**src/rtl/mem_arbiter.sv**
```systemverilog
// Byte-wide RAM/IO port arbiter: time-shares one port between instruction fetch
// and load/store, serialising 1/2/4-byte accesses into single-byte transfers.
module mem_arbiter #(
    parameter int         ADDR_W = 32,
    parameter logic [1:0] IO_HI  = 2'b11
) (
    input  logic              clk,
    input  logic              rst,
    input  logic              rdy,
    input  logic              clr,
    input  logic              if_req,
    input  logic [ADDR_W-1:0] if_addr,
    output logic              if_done,
    output logic [31:0]       if_data,
    input  logic              ls_req,
    input  logic              ls_wr,
    input  logic [1:0]        ls_size,
    input  logic [ADDR_W-1:0] ls_addr,
    input  logic [31:0]       ls_wdata,
    output logic              ls_done,
    output logic [31:0]       ls_rdata,
    input  logic [7:0]        mem_din,
    output logic [7:0]        mem_dout,
    output logic [ADDR_W-1:0] mem_a,
    output logic              mem_wr,
    input  logic              io_buffer_full
);

    typedef enum logic [1:0] {IDLE, READ, WRITE} state_t;
    localparam logic OWN_IF = 1'b0;
    localparam logic OWN_LS = 1'b1;

    state_t            state, state_d;
    logic [2:0]        idx, idx_d;
    logic [2:0]        n, n_d;
    logic [ADDR_W-1:0] base, base_d;
    logic [31:0]       shreg, shreg_d;
    logic              owner, owner_d;
    logic              last_grant, last_grant_d;
    logic [ADDR_W-1:0] mem_a_d;
    logic [7:0]        mem_dout_d;
    logic              wr_q, wr_d;
    logic              if_done_d, ls_done_d;
    logic [31:0]       if_data_d, ls_rdata_d;

    logic              if_elig, ls_elig, grant_any, grant_ls;
    logic [2:0]        grant_n, next_idx;
    logic              io_stall, ls_io_stall;
    logic [ADDR_W-1:0] cur_addr, next_addr;
    logic [1:0]        cap_sel;

    assign mem_wr = wr_q & rdy;

    // A port whose done is high this cycle is still holding req from the finished access.
    assign if_elig   = if_req && !if_done;
    assign ls_elig   = ls_req && !ls_done && !(clr && !ls_wr);
    assign grant_any = if_elig || ls_elig;
    assign grant_ls  = ls_elig && (!if_elig || last_grant == OWN_IF);

    always_comb begin
        case (ls_size)
            2'b00:   grant_n = 3'd1;
            2'b01:   grant_n = 3'd2;
            default: grant_n = 3'd4;
        endcase
    end

    assign io_stall    = (base[17:16] == IO_HI) && io_buffer_full;
    assign ls_io_stall = (ls_addr[17:16] == IO_HI) && io_buffer_full;
    assign next_idx    = idx + 3'd1;
    assign cur_addr    = base + ADDR_W'(idx);
    assign next_addr   = base + ADDR_W'(next_idx);
    assign cap_sel     = idx[1:0] - 2'd1;

    always_ff @(posedge clk or posedge rst) begin
        if (rst) begin
            state      <= IDLE;
            idx        <= '0;
            n          <= '0;
            base       <= '0;
            shreg      <= '0;
            owner      <= OWN_IF;
            last_grant <= OWN_IF;
            mem_a      <= '0;
            mem_dout   <= '0;
            wr_q       <= 1'b0;
            if_done    <= 1'b0;
            ls_done    <= 1'b0;
            if_data    <= '0;
            ls_rdata   <= '0;
        end else if (rdy) begin
            state      <= state_d;
            idx        <= idx_d;
            n          <= n_d;
            base       <= base_d;
            shreg      <= shreg_d;
            owner      <= owner_d;
            last_grant <= last_grant_d;
            mem_a      <= mem_a_d;
            mem_dout   <= mem_dout_d;
            wr_q       <= wr_d;
            if_done    <= if_done_d;
            ls_done    <= ls_done_d;
            if_data    <= if_data_d;
            ls_rdata   <= ls_rdata_d;
        end
    end

    always_comb begin
        state_d = state;
        case (state)
            IDLE:    if (grant_any) state_d = (grant_ls && ls_wr) ? WRITE : READ;
            READ:    if (clr || idx == n) state_d = IDLE;
            WRITE:   if (wr_q && idx == n - 3'd1) state_d = IDLE;
            default: state_d = IDLE;
        endcase
    end

    always_comb begin
        idx_d        = idx;
        n_d          = n;
        base_d       = base;
        shreg_d      = shreg;
        owner_d      = owner;
        last_grant_d = last_grant;
        mem_a_d      = mem_a;
        mem_dout_d   = mem_dout;
        wr_d         = 1'b0;
        if_done_d    = 1'b0;
        ls_done_d    = 1'b0;
        if_data_d    = if_data;
        ls_rdata_d   = ls_rdata;
        case (state)
            IDLE: begin
                if (grant_any) begin
                    owner_d      = grant_ls;
                    last_grant_d = grant_ls;
                    idx_d        = '0;
                    shreg_d      = '0;
                    if (grant_ls) begin
                        base_d  = ls_addr;
                        n_d     = grant_n;
                        mem_a_d = ls_addr;
                        if (ls_wr) begin
                            shreg_d = ls_wdata;
                            if (!ls_io_stall) begin
                                mem_dout_d = ls_wdata[7:0];
                                wr_d       = 1'b1;
                            end
                        end
                    end else begin
                        base_d  = if_addr;
                        n_d     = 3'd4;
                        mem_a_d = if_addr;
                    end
                end
            end
            READ: begin
                // idx counts edges since grant; byte idx-1 arrives on mem_din now.
                if (!clr) begin
                    if (idx != 3'd0) shreg_d[{cap_sel, 3'b000} +: 8] = mem_din;
                    if (idx == n) begin
                        if (owner == OWN_LS) begin
                            ls_rdata_d = shreg_d;
                            ls_done_d  = 1'b1;
                        end else begin
                            if_data_d = shreg_d;
                            if_done_d = 1'b1;
                        end
                    end else if (next_idx < n) begin
                        mem_a_d = next_addr;
                    end
                    idx_d = next_idx;
                end
            end
            WRITE: begin
                // wr_q high means byte idx has been on the bus for a full cycle.
                if (wr_q) begin
                    if (idx == n - 3'd1) begin
                        ls_done_d = 1'b1;
                    end else begin
                        idx_d   = next_idx;
                        mem_a_d = next_addr;
                        if (!io_stall) begin
                            mem_dout_d = shreg[{next_idx[1:0], 3'b000} +: 8];
                            wr_d       = 1'b1;
                        end
                    end
                end else if (!io_stall) begin
                    mem_a_d    = cur_addr;
                    mem_dout_d = shreg[{idx[1:0], 3'b000} +: 8];
                    wr_d       = 1'b1;
                end
            end
            default: ;
        endcase
    end

endmodule

```
**config.mk**
```make
export PLATFORM = sky130hd
export DESIGN_NAME = mem_arbiter
export DESIGN_NICKNAME = d
export VERILOG_FILES = /design/src/rtl/mem_arbiter.sv
export SDC_FILE = /design/constraint.sdc
export NUM_CORES = 1
export LEC_CHECK = 0
export BUFFER_PORTS_ARGS = -buffer_cell sky130_fd_sc_hd__buf_4
export CAP_MARGIN = 10
export CORE_ASPECT_RATIO = 0.6
export CORE_MARGIN = 8
export CORE_UTILIZATION = 55
export CTS_CLUSTER_SIZE = 24
export DETAILED_ROUTE_END_ITERATION = 10
export PLACE_DENSITY = 0.81
export SLEW_MARGIN = 20
export SYNTH_ARGS = -nofsm -noshare
export SYNTH_HDL_FRONTEND = slang
export SYNTH_SLANG_ARGS = --single-unit
```
**constraint.sdc**
```tcl
create_clock -name clk -period 7.1 [get_ports clk]
set_clock_uncertainty 0.2 [all_clocks]
set_input_delay 0 -clock clk [delete_from_list [all_inputs] [get_ports clk]]
set_output_delay 0 -clock clk [all_outputs]
set_load 0.01 [all_outputs]
```
-- Word-level counts from Yosys, hierarchy flattened
Index checks and enable logic that the tools add are counted.
- add/subtract/negate cells: 6
- order comparisons: 1
- eq/ne operators: 21
- shift-type cells: 4
- muxes and demuxes: 55
- bitwise gates (word level): 3
- reductions and logical operators: 31
- operator list (cell ; count):
    $mux 32 ; 13
    $pmux 32 s3 ; 1
    $add 32x3->32 ; 2
    $mux 8 ; 8
    $pmux 32 s2 ; 1
    $shiftx 32x6->8 ; 2
    $bwmux 32 ; 1
    $shift 8x7->32 const A ; 1
    $shiftx 8x7->32 ; 1
    $ne 2x2->1 const B ; 11
    $mux 1 ; 16
    $pmux 8 s2 ; 1
    $mux 3 ; 5
    $reduce_and 5->1 ; 2
    $logic_and 1x1->1 ; 9
    $ne 3x3->1 const B ; 3
    $pmux 3 s3 ; 1
    $reduce_and 9->1 ; 1
    $mux 2 ; 4
    $reduce_and 4->1 ; 2
    $reduce_and 8->1 ; 1
    $neg 5->7 ; 1
    $eq 2x2->1 const B ; 3
    $eq 3x3->1 ; 2
    17 further kinds ; 29
- bits in registers: 180
- bits of input ports: 114
- output and inout bits: 107

-- Longest topological paths before layout
Gate-level depths: netlist of run 1.
- depth in word-level cells: 9
- depth in mapped cells: 12
- gate-level depth less buffers: 9

-- Worst setup path before layout of run 1
Ideal clock, no wire load.
- kind: register to register
- start point: reg idx[0]
- end point: reg mem_a[6]
- data arrival time: 2.816 ns
- data required time: 6.772 ns
- slack: 3.957 ns
- stages on the path, launching flop included: 12
- clock period less this slack: 3.143 ns
- cells stage by stage: dfrtp_1 -> clkbuf_2 -> inv_1 -> ha_1 -> fa_1 -> a21oi_1 -> nor2_2 -> a22o_1 -> buf_2 -> mux2_2 -> o21ai_0 -> o21ai_0
- longest elaborated chain between the ends: 6
- ends and longest elaborated chain (element ; line ; text):
    start, declared ; 34 ; logic [2:0] idx, idx_d;
    start signal, assigned ; 93 ; idx <= idx_d;
    $add 3x1->3 ; 70 ; assign next_idx = idx + 3'd1;
    $add 32x3->32 ; 72 ; assign next_addr = base + ADDR_W'(next_idx);
    $mux 32 ; 170 ; end else if (next_idx < n) begin
    $mux 32 ; 162 ; if (idx == n) begin
    $mux 32 ; 160 ; if (!clr) begin
    $pmux 32 s3 ; 133 ; case (state)
    end signal, assigned ; 99 ; mem_a <= mem_a_d;
    end, declared ; 24 ; output logic [ADDR_W-1:0] mem_a,
Several ways; a longest one is shown, not always the timed one. The select of a mux whose other input is x is not followed.
A chain may end at the register's enable or synchronous reset.

-- Worst setup path in the final report of run 1
- start point: reg state[1]
- end point: reg shreg[3]
- longest elaborated chain between the ends: 3
- ends and longest elaborated chain (element ; line ; text):
    start, declared ; 33 ; state_t state, state_d;
    start signal, assigned ; 92 ; state <= state_d;
    $eq 2x1->1 or $logic_not 2->1 (tied branches) ; 133 ;
    $ne 2x2->1 (no line) or $reduce_bool 2->1 (tied branches) ; n/a ;
    $reduce_and 4->1 (no line) ; n/a ;
    end signal, assigned ; 96 ; shreg <= shreg_d;
    end, declared ; 37 ; logic [31:0] shreg, shreg_d;
Several ways; a longest one is shown, not always the timed one.

==> impl_metrics.yaml, run 1 <==
yosys:
  async_flop_share: 1.00
  synth_top_area_frac: 0.445
  yosys.area_share.simple: 0.166
  synth_top_family_by_area: "compound AO/OA/AOI/OAI gates"
  synthTopCellsByCount: "nand2_1 (201), dfrtp_1 (180), o21ai_0 (132)"
  synth-edff-count: 0
  synth_area_per_cell_um2: 9.31
  syn-cell-area_um2: 10100
  synth_adder_area_share: 0.0274
  synth_compound_area_frac: 0.224
  syn_nets: 1222
  synthMuxAreaShare: 0.0768
  ys_ff_latch: 180
  synth_cells: 1087
  synth-main-ff-cell: "dfrtp_1"
  ys_warn_count: 0
  yosysMostFrequentCell: "nand2_1"
  synthXorXnorAreaFrac: 0.0120
  yosys.area.top_type: "dfrtp_1"
  yosysSeqAreaShare: 0.445
  synth_cell_types: 83
  synth_area_leaders: "dfrtp_1 (44%), nand2_1 (7.5%), o21ai_0 (6.5%)"
grt:
  antenna_found_initial: 2
  grt_pass1_wl_um: 57200
  grt_pass1_vias: 9951
  grt_util_all_layers: 0.316
  grt-ovfl-total: 0
  grt_max_degree: 109
hold_path:
  hp-class: "in -> reg"
critical_path:
  worstPathMaxFanout: 34
  cp-end-kind: "flip-flop"
  crit_arrival_ns: 4.29
  cp_num_buf_inv: 4
  startpoint_type: "flip-flop"
  crit_type: "reg -> reg"
  crit_chain: "inv_1, ha_1, clkinv_1, and3_1, buf_4, a2bb2oi_1, dlygate4sd3_1, o21ai_0"
  crit_family: "buffers and inverters"
  cpPeakStageDelay_ns: 1.00
  required_ns: 7.15
  crit_path_top_delay_cell: "clkinv_1"
pwr:
  finalPower_mw: 5.51
  power.density_nw_per_um2: 398
  ir_drop_v: 0.000237
  intPower_mw: 3.09
  seq_power_share: 0.341
  swShare: 0.438
  power_switching_mw: 2.41
  combPwrFrac: 0.479
  p_clk_frac: 0.180
  p_leak_nw: 6.26
sta:
  fin_ws_ns: 2.86
  worstMarginPinSlew_ns: 1.10
  fin_hold_ws_ns: 0.0473
  finalCritPeriodShare: 0.597
  finalHoldViolations: 0
  setup_viol: 0
  finalSetupTns_ns: 0
  max_freq_mhz: 236
  rsz0062_at_grt: "false"
  relSlewSlack: 0.259
  slew_viol_final: 0
  fin_crit_ns: 4.24
drt:
  first_pass_iters: 8
  wl_per_cell_um: 22.5
  vias: 10200
  drt-initial-drc-count: 1483
  antenna_left: 0
  drc: 0
  totalWireLength_um: 37300
  drt-vias-per-instance: 6.16
die:
  die_area_um2: 23100
  rows: 38
  fp.dieW_um: 191
  core_um2: 18100
  fp.dieH_um: 121
  pin_count: 221
  start_util: 0.560
finish:
  fin_cells: 1659
  final_util: 0.766
  final_cell_area_um2: 13800
  drive_gt1_frac: 0.228
  final_nets: 1540
  syn_to_final_growth_pct: 36.6
place:
  gp_congestion: 1.01
  dp_slack_ns: 3.38
  dp_hpwl_um: 24900
  place_area_um2: 11800
  io_buffers: 220
  post-place-cells: 1483
run_status:
  outcome: "completed"
cts:
  clock-sinks: 180
  clk_latency_ns: 0.45
  cts_buffer_depth: 2
  cts_tree: "done"
  cts_root_buf: "clkbuf_16"
  htree_levels: 4
  clk_pin_slew_ns: 0.07
  cts_buffers: 17
flow_run:
  drv_cap: 0
## worst paths after layout
| kind | startpoint | to | slack (ns) | cells after the start |
|---|---|---|---|---|
| worst max-delay path | state[1]$_DFFE_PP0P_ | shreg[3]$_DFFE_PP0P_ | 2.86 | 8 |
| worst min-delay path | if_addr[18] | mem_a[18]$_DFFE_PP0P_ | 0.05 | 5 |
| worst max register to register | state[1]$_DFFE_PP0P_ | shreg[3]$_DFFE_PP0P_ | 2.86 | 8 |
| worst min register to register | ls_rdata[18]$_DFFE_PP0P_ | ls_rdata[18]$_DFFE_PP0P_ | 0.28 | 2 |
| max in group asynchronous | rst | idx[1]$_DFFE_PP0P_ | 5.01 | 4 |
| min in group asynchronous | rst | if_data[20]$_DFFE_PP0P_ | 0.15 | 3 |
## sequential cells by signal, summed over array words and instances, names as in the netlist
name / flops
mem_dout: 8
mem_a: 32
if_done: 1
wr_q: 1
state: 2
ls_rdata: 32
n: 3
if_data: 32
base: 32
last_grant: 1
idx: 3
shreg: 32
ls_done: 1
## cells by family (layout without fill, tap and decap cells)
logic type | Yosys count | after routing
other | 0 | 2
muxes | 61 | 61
xor gates and xnor gates | 12 | 12
adders and majority gates | 21 | 21
AOI/OAI and AO/OA | 359 | 359
DFF | 180 | 180
and+or+nand+nor | 355 | 355
buffers and inverters | 99 | 429
## worst min-delay path, delay by kind of cell
kind                   cells  cell delay (ns)
and+or+nand+nor            1             0.08
muxes                      1             0.27
AOI/OAI and AO/OA          2             0.20
buffers and inverters      1             0.10
## power groups by stage
stage,Combinational [mW],Sequential (mW),Clock [mW]
after floorplan,1.59,1.75,0
after global placement,2.33,1.83,0
after detailed placement,2.39,1.84,0
after CTS,2.54,1.83,0.985
after global routing,2.85,1.91,1.02
final,2.64,1.88,0.990
## final cells by class
class | count | area [um2]
antenna | 2 | 5.00
clock buffer | 17 | 425
clock inverter | 14 | 173
fill | 1211 | 4240
inverter | 25 | 98.8
multi-input combinational | 808 | 5170
sequential | 180 | 4500
tap | 240 | 300
timing repair buffer | 373 | 3160
## per-layer routing
layer | wire, um | global-route usage
met5 | 58 | 0.0150
met3 | 5280 | 0.128
met1 | 16200 | 0.456
met2 | 15000 | 0.426
met4 | 784 | 0.0891
## cells in the final DEF, fill, tap and decap left out, drive strengths merged, types with 4 or more instances in the layout
cell	instances
a22oi	35
o21ai	145
mux2i	24
nor2b	4
nor2	61
a22o	9
o31ai	4
a221oi	5
nor3	11
o311a	6
nand3	18
inv	29
nand2b	7
a21oi	65
clkinv	5
and3	6
nand4	16
ha	19
mux2	29
nor4	9
clkbuf	17
a31oi	15
o211ai	8
dfrtp	180
a211oi	4
buf	230
a2bb2oi	24
nand2	205
o22a	5
a41oi	6
a21o	8
xnor2	9
dlygate4sd3	143
mux4	8
o22ai	5
## timing repair
item / in CTS / in global routing
endpoints found under the hold margin: 282 / 0
gates resized for setup: 0 / 0
setup buffers: 0 / 0
hold buffers: 143 / 0
No activity file was read; power rests on OpenSTA's default activity.
==> inputs of run 2 (changes only) <==
--- a/config.mk
+++ b/config.mk
@@ -5,6 +5,7 @@
 export SDC_FILE = /design/constraint.sdc
 export NUM_CORES = 1
 export LEC_CHECK = 0
+export ABC_AREA = 1
 export BUFFER_PORTS_ARGS = -buffer_cell sky130_fd_sc_hd__buf_4
 export CAP_MARGIN = 10
 export CORE_ASPECT_RATIO = 0.6
@@ -12,7 +13,7 @@
 export CORE_UTILIZATION = 55
 export CTS_CLUSTER_SIZE = 24
 export DETAILED_ROUTE_END_ITERATION = 10
-export PLACE_DENSITY = 0.81
+export PLACE_DENSITY = 0.8
 export SLEW_MARGIN = 20
 export SYNTH_ARGS = -nofsm -noshare
 export SYNTH_HDL_FRONTEND = slang
==> constraint.sdc (replaced) <==
create_clock -name clk -period 4 [get_ports clk]
set_clock_uncertainty 0.2 [all_clocks]
set_input_delay 0 -clock clk [delete_from_list [all_inputs] [get_ports clk]]
set_output_delay 0 -clock clk [all_outputs]
set_load 0.01 [all_outputs]
==> run 2 against run 1 <==
Compared with the run above:
- hold slack got worse by 0.037 ns
- fmax up 27%
- largest power group unchanged
- clock-buffer cell count rose by 2
- highest routed layer is now met4
==> impl_metrics.yaml, run 2 <==
drt:
  antenna_left: 0
  totalWireLength_um: 42600
  drc: 0
  drt-initial-drc-count: 1679
  wl_per_cell_um: 19.2
  drt-vias-per-instance: 5.79
  first_pass_iters: 9
  vias: 12900
yosys:
  synthTopCellsByCount: "nand2_1 (546), nand3_1 (189), dfrtp_1 (180)"
  synth_top_family_by_area: "simple AND/OR/NAND/NOR gates"
  synth_cell_types: 42
  synth_top_area_frac: 0.399
  synth_cells: 1625
  yosysMostFrequentCell: "nand2_1"
  synth-edff-count: 0
  ys_ff_latch: 180
  async_flop_share: 1.00
  synthMuxAreaShare: 0.00354
  syn-cell-area_um2: 11300
  ys_warn_count: 0
  synth_compound_area_frac: 0.139
  synth_adder_area_share: 0.0246
  syn_nets: 1760
  synthXorXnorAreaFrac: 0.00376
  synth_area_per_cell_um2: 6.95
  synth-main-ff-cell: "dfrtp_1"
  yosysSeqAreaShare: 0.399
  yosys.area_share.simple: 0.349
  synth_area_leaders: "dfrtp_1 (40%), nand2_1 (18%), nand3_1 (8.4%)"
  yosys.area.top_type: "dfrtp_1"
grt:
  antenna_found_initial: 1
  grt_pass1_vias: 12200
  grt-ovfl-total: 0
  grt_pass1_wl_um: 67500
  grt_max_degree: 181
  grt_util_all_layers: 0.328
sta:
  rsz0062_at_grt: "false"
  relSlewSlack: 0.297
  finalHoldViolations: 0
  finalSetupTns_ns: 0
  fin_crit_ns: 3.32
  worstMarginPinSlew_ns: 1.05
  max_freq_mhz: 301
  setup_viol: 0
  finalCritPeriodShare: 0.831
  fin_ws_ns: 0.676
  slew_viol_final: 0
critical_path:
  crit_chain: "inv_1, ha_1, nor2_1, a41oi_1, o21ai_0, dlygate4sd3_1, nand2_1, o21ai_0"
  crit_path_top_delay_cell: "dlygate4sd3_1"
  crit_type: "reg -> reg"
  cpMostUsedCell: "o21ai_0"
  r2r-start: "idx[0]$_DFFE_PP0P_"
  crit_arrival_ns: 3.47
  cp-end-kind: "flip-flop"
  r2r_end: "shreg[27]$_DFFE_PP0P_"
  required_ns: 4.15
  startpoint_type: "flip-flop"
  cp_num_buf_inv: 2
  crit_family: "buffers and inverters"
  reg2reg_slack_ns: 0.68
  worstPathMaxFanout: 9
  reg2regPathDepth: 8
  cpPeakStageDelay_ns: 0.60
die:
  die_area_um2: 25500
  pin_count: 221
  start_util: 0.563
  fp.dieW_um: 201
  rows: 40
  core_um2: 20100
  fp.dieH_um: 127
finish:
  final_cell_area_um2: 15000
  final_cell_mix: "nand2_1 (546), buf_4 (231), nand3_1 (188)"
  final_nets: 2069
  drive_gt1_frac: 0.158
  fin_cells: 2222
  final_common_cell: "nand2_1"
  syn_to_final_growth_pct: 32.4
  n_fill_cell: 1565
hold_path:
  hp-class: "in -> reg"
  holdPathEnd: "last_grant$_DFFE_PP0P_"
  whs_path_depth: 6
  min_from: "if_req"
pwr:
  power_switching_mw: 5.27
  combPwrFrac: 0.543
  ir_drop_v: 0.000541
  p_leak_nw: 7.29
  intPower_mw: 5.55
  swShare: 0.487
  seq_power_share: 0.294
  p_clk_frac: 0.163
  power.density_nw_per_um2: 724
cts:
  postCtsHoldBufs: 131
  cts_resized: 0
  clk_pin_slew_ns: 0.07
  clock-sinks: 180
  cts_tree: "done"
  clk_latency_ns: 0.45
  postCtsSetupBuffers: 0
  htree_levels: 4
  cts_buffer_depth: 2
  cts_buffers: 17
  cts_root_buf: "clkbuf_16"
flow_run:
  drv_cap: 0
place:
  dp_slack_ns: 0.944
  place_area_um2: 13000
  dp_hpwl_um: 29500
  io_buffers: 220
  post-place-cells: 2057
  gp_congestion: 0.965
run_status:
  outcome: "completed"
[run 2: cell types whose count changed after synthesis, moves of 29 or more]
cell,previous run,this run
nand2_1,201,546
nand3_1,16,189
inv_1,24,133
nor2_1,60,121
a22oi_1,35,0
o21a_1,1,33
mux2_2,29,0
[run 2: per-stage QoR]
stage / power, mW / utilization / hold WS (ns)
floorplan: 6.60 / - / -0.0981
global placement: 8.45 / 0.650 / 0.0239
detailed placement: 8.58 / 0.650 / 0.0213
CTS: 10.6 / 0.745 / 0.00358
global route: 11.5 / 0.745 / 0.0340
finish: 10.8 / 0.745 / 0.0104
[run 2: tightest hold or removal path, delay by kind of cell]
family | cells | cell delay (ns)
buffers and inverters | 2 | 0.23
and+or+nand+nor | 4 | 0.40
[run 2: routing by layer]
| layer | up-vias | GRT usage | share of wire |
|---|---|---|---|
| met4 | 0 | 0.0845 | 0.017 |
| met2 | 825 | 0.447 | 0.40 |
| met1 | 6053 | 0.494 | 0.46 |
| met5 | - | 0 | 0 |
| met3 | 62 | 0.0979 | 0.12 |
| li1 | 5929 | - | - |
[run 2: cell families (layout without fill, tap and decap cells)]
logic type	count (synthesis)	count (layout)
other cells	0	3
simple gates	931	931
fa+ha+maj	21	21
mux	4	4
compound gates	271	271
buf+inv	214	535
flops	180	180
xor+xnor	4	4
[run 2: area by class of cell]
type | count | area [um2] | share of cell area
Tap cell | 273 | 342 | 0.0228
Multi-Input combinational cell | 1231 | 5890 | 0.394
Inverter | 140 | 534 | 0.0357
Clock inverter | 12 | 144 | 0.00962
Timing Repair Buffer | 364 | 3090 | 0.206
Sequential cell | 180 | 4500 | 0.301
Clock buffer | 19 | 453 | 0.0303
Antenna cell | 3 | 7.51 | 0.000502
[run 2: how the worst max path moves through the flow]
stage / startpoint / end / cells past startpoint
floorplan: idx[0]$_DFFE_PP0P_ / mem_a[24]$_DFFE_PP0P_ / 14
global placement: idx[1]$_DFFE_PP0P_ / mem_a[16]$_DFFE_PP0P_ / 14
detailed placement: idx[1]$_DFFE_PP0P_ / mem_a[16]$_DFFE_PP0P_ / 14
CTS: idx[0]$_DFFE_PP0P_ / shreg[27]$_DFFE_PP0P_ / 8
global route: idx[0]$_DFFE_PP0P_ / shreg[24]$_DFFE_PP0P_ / 8
finish: idx[0]$_DFFE_PP0P_ / shreg[27]$_DFFE_PP0P_ / 8
[run 2: power by group through the flow]
stage	clock [mW]	sequential, mW	combinational, mW
final	1.77	3.18	5.88
after global routing	1.83	3.25	6.45
after CTS	1.77	3.13	5.69
after detailed placement	0	3.15	5.43
after global placement	0	3.14	5.32
after floorplan	0	3.09	3.51
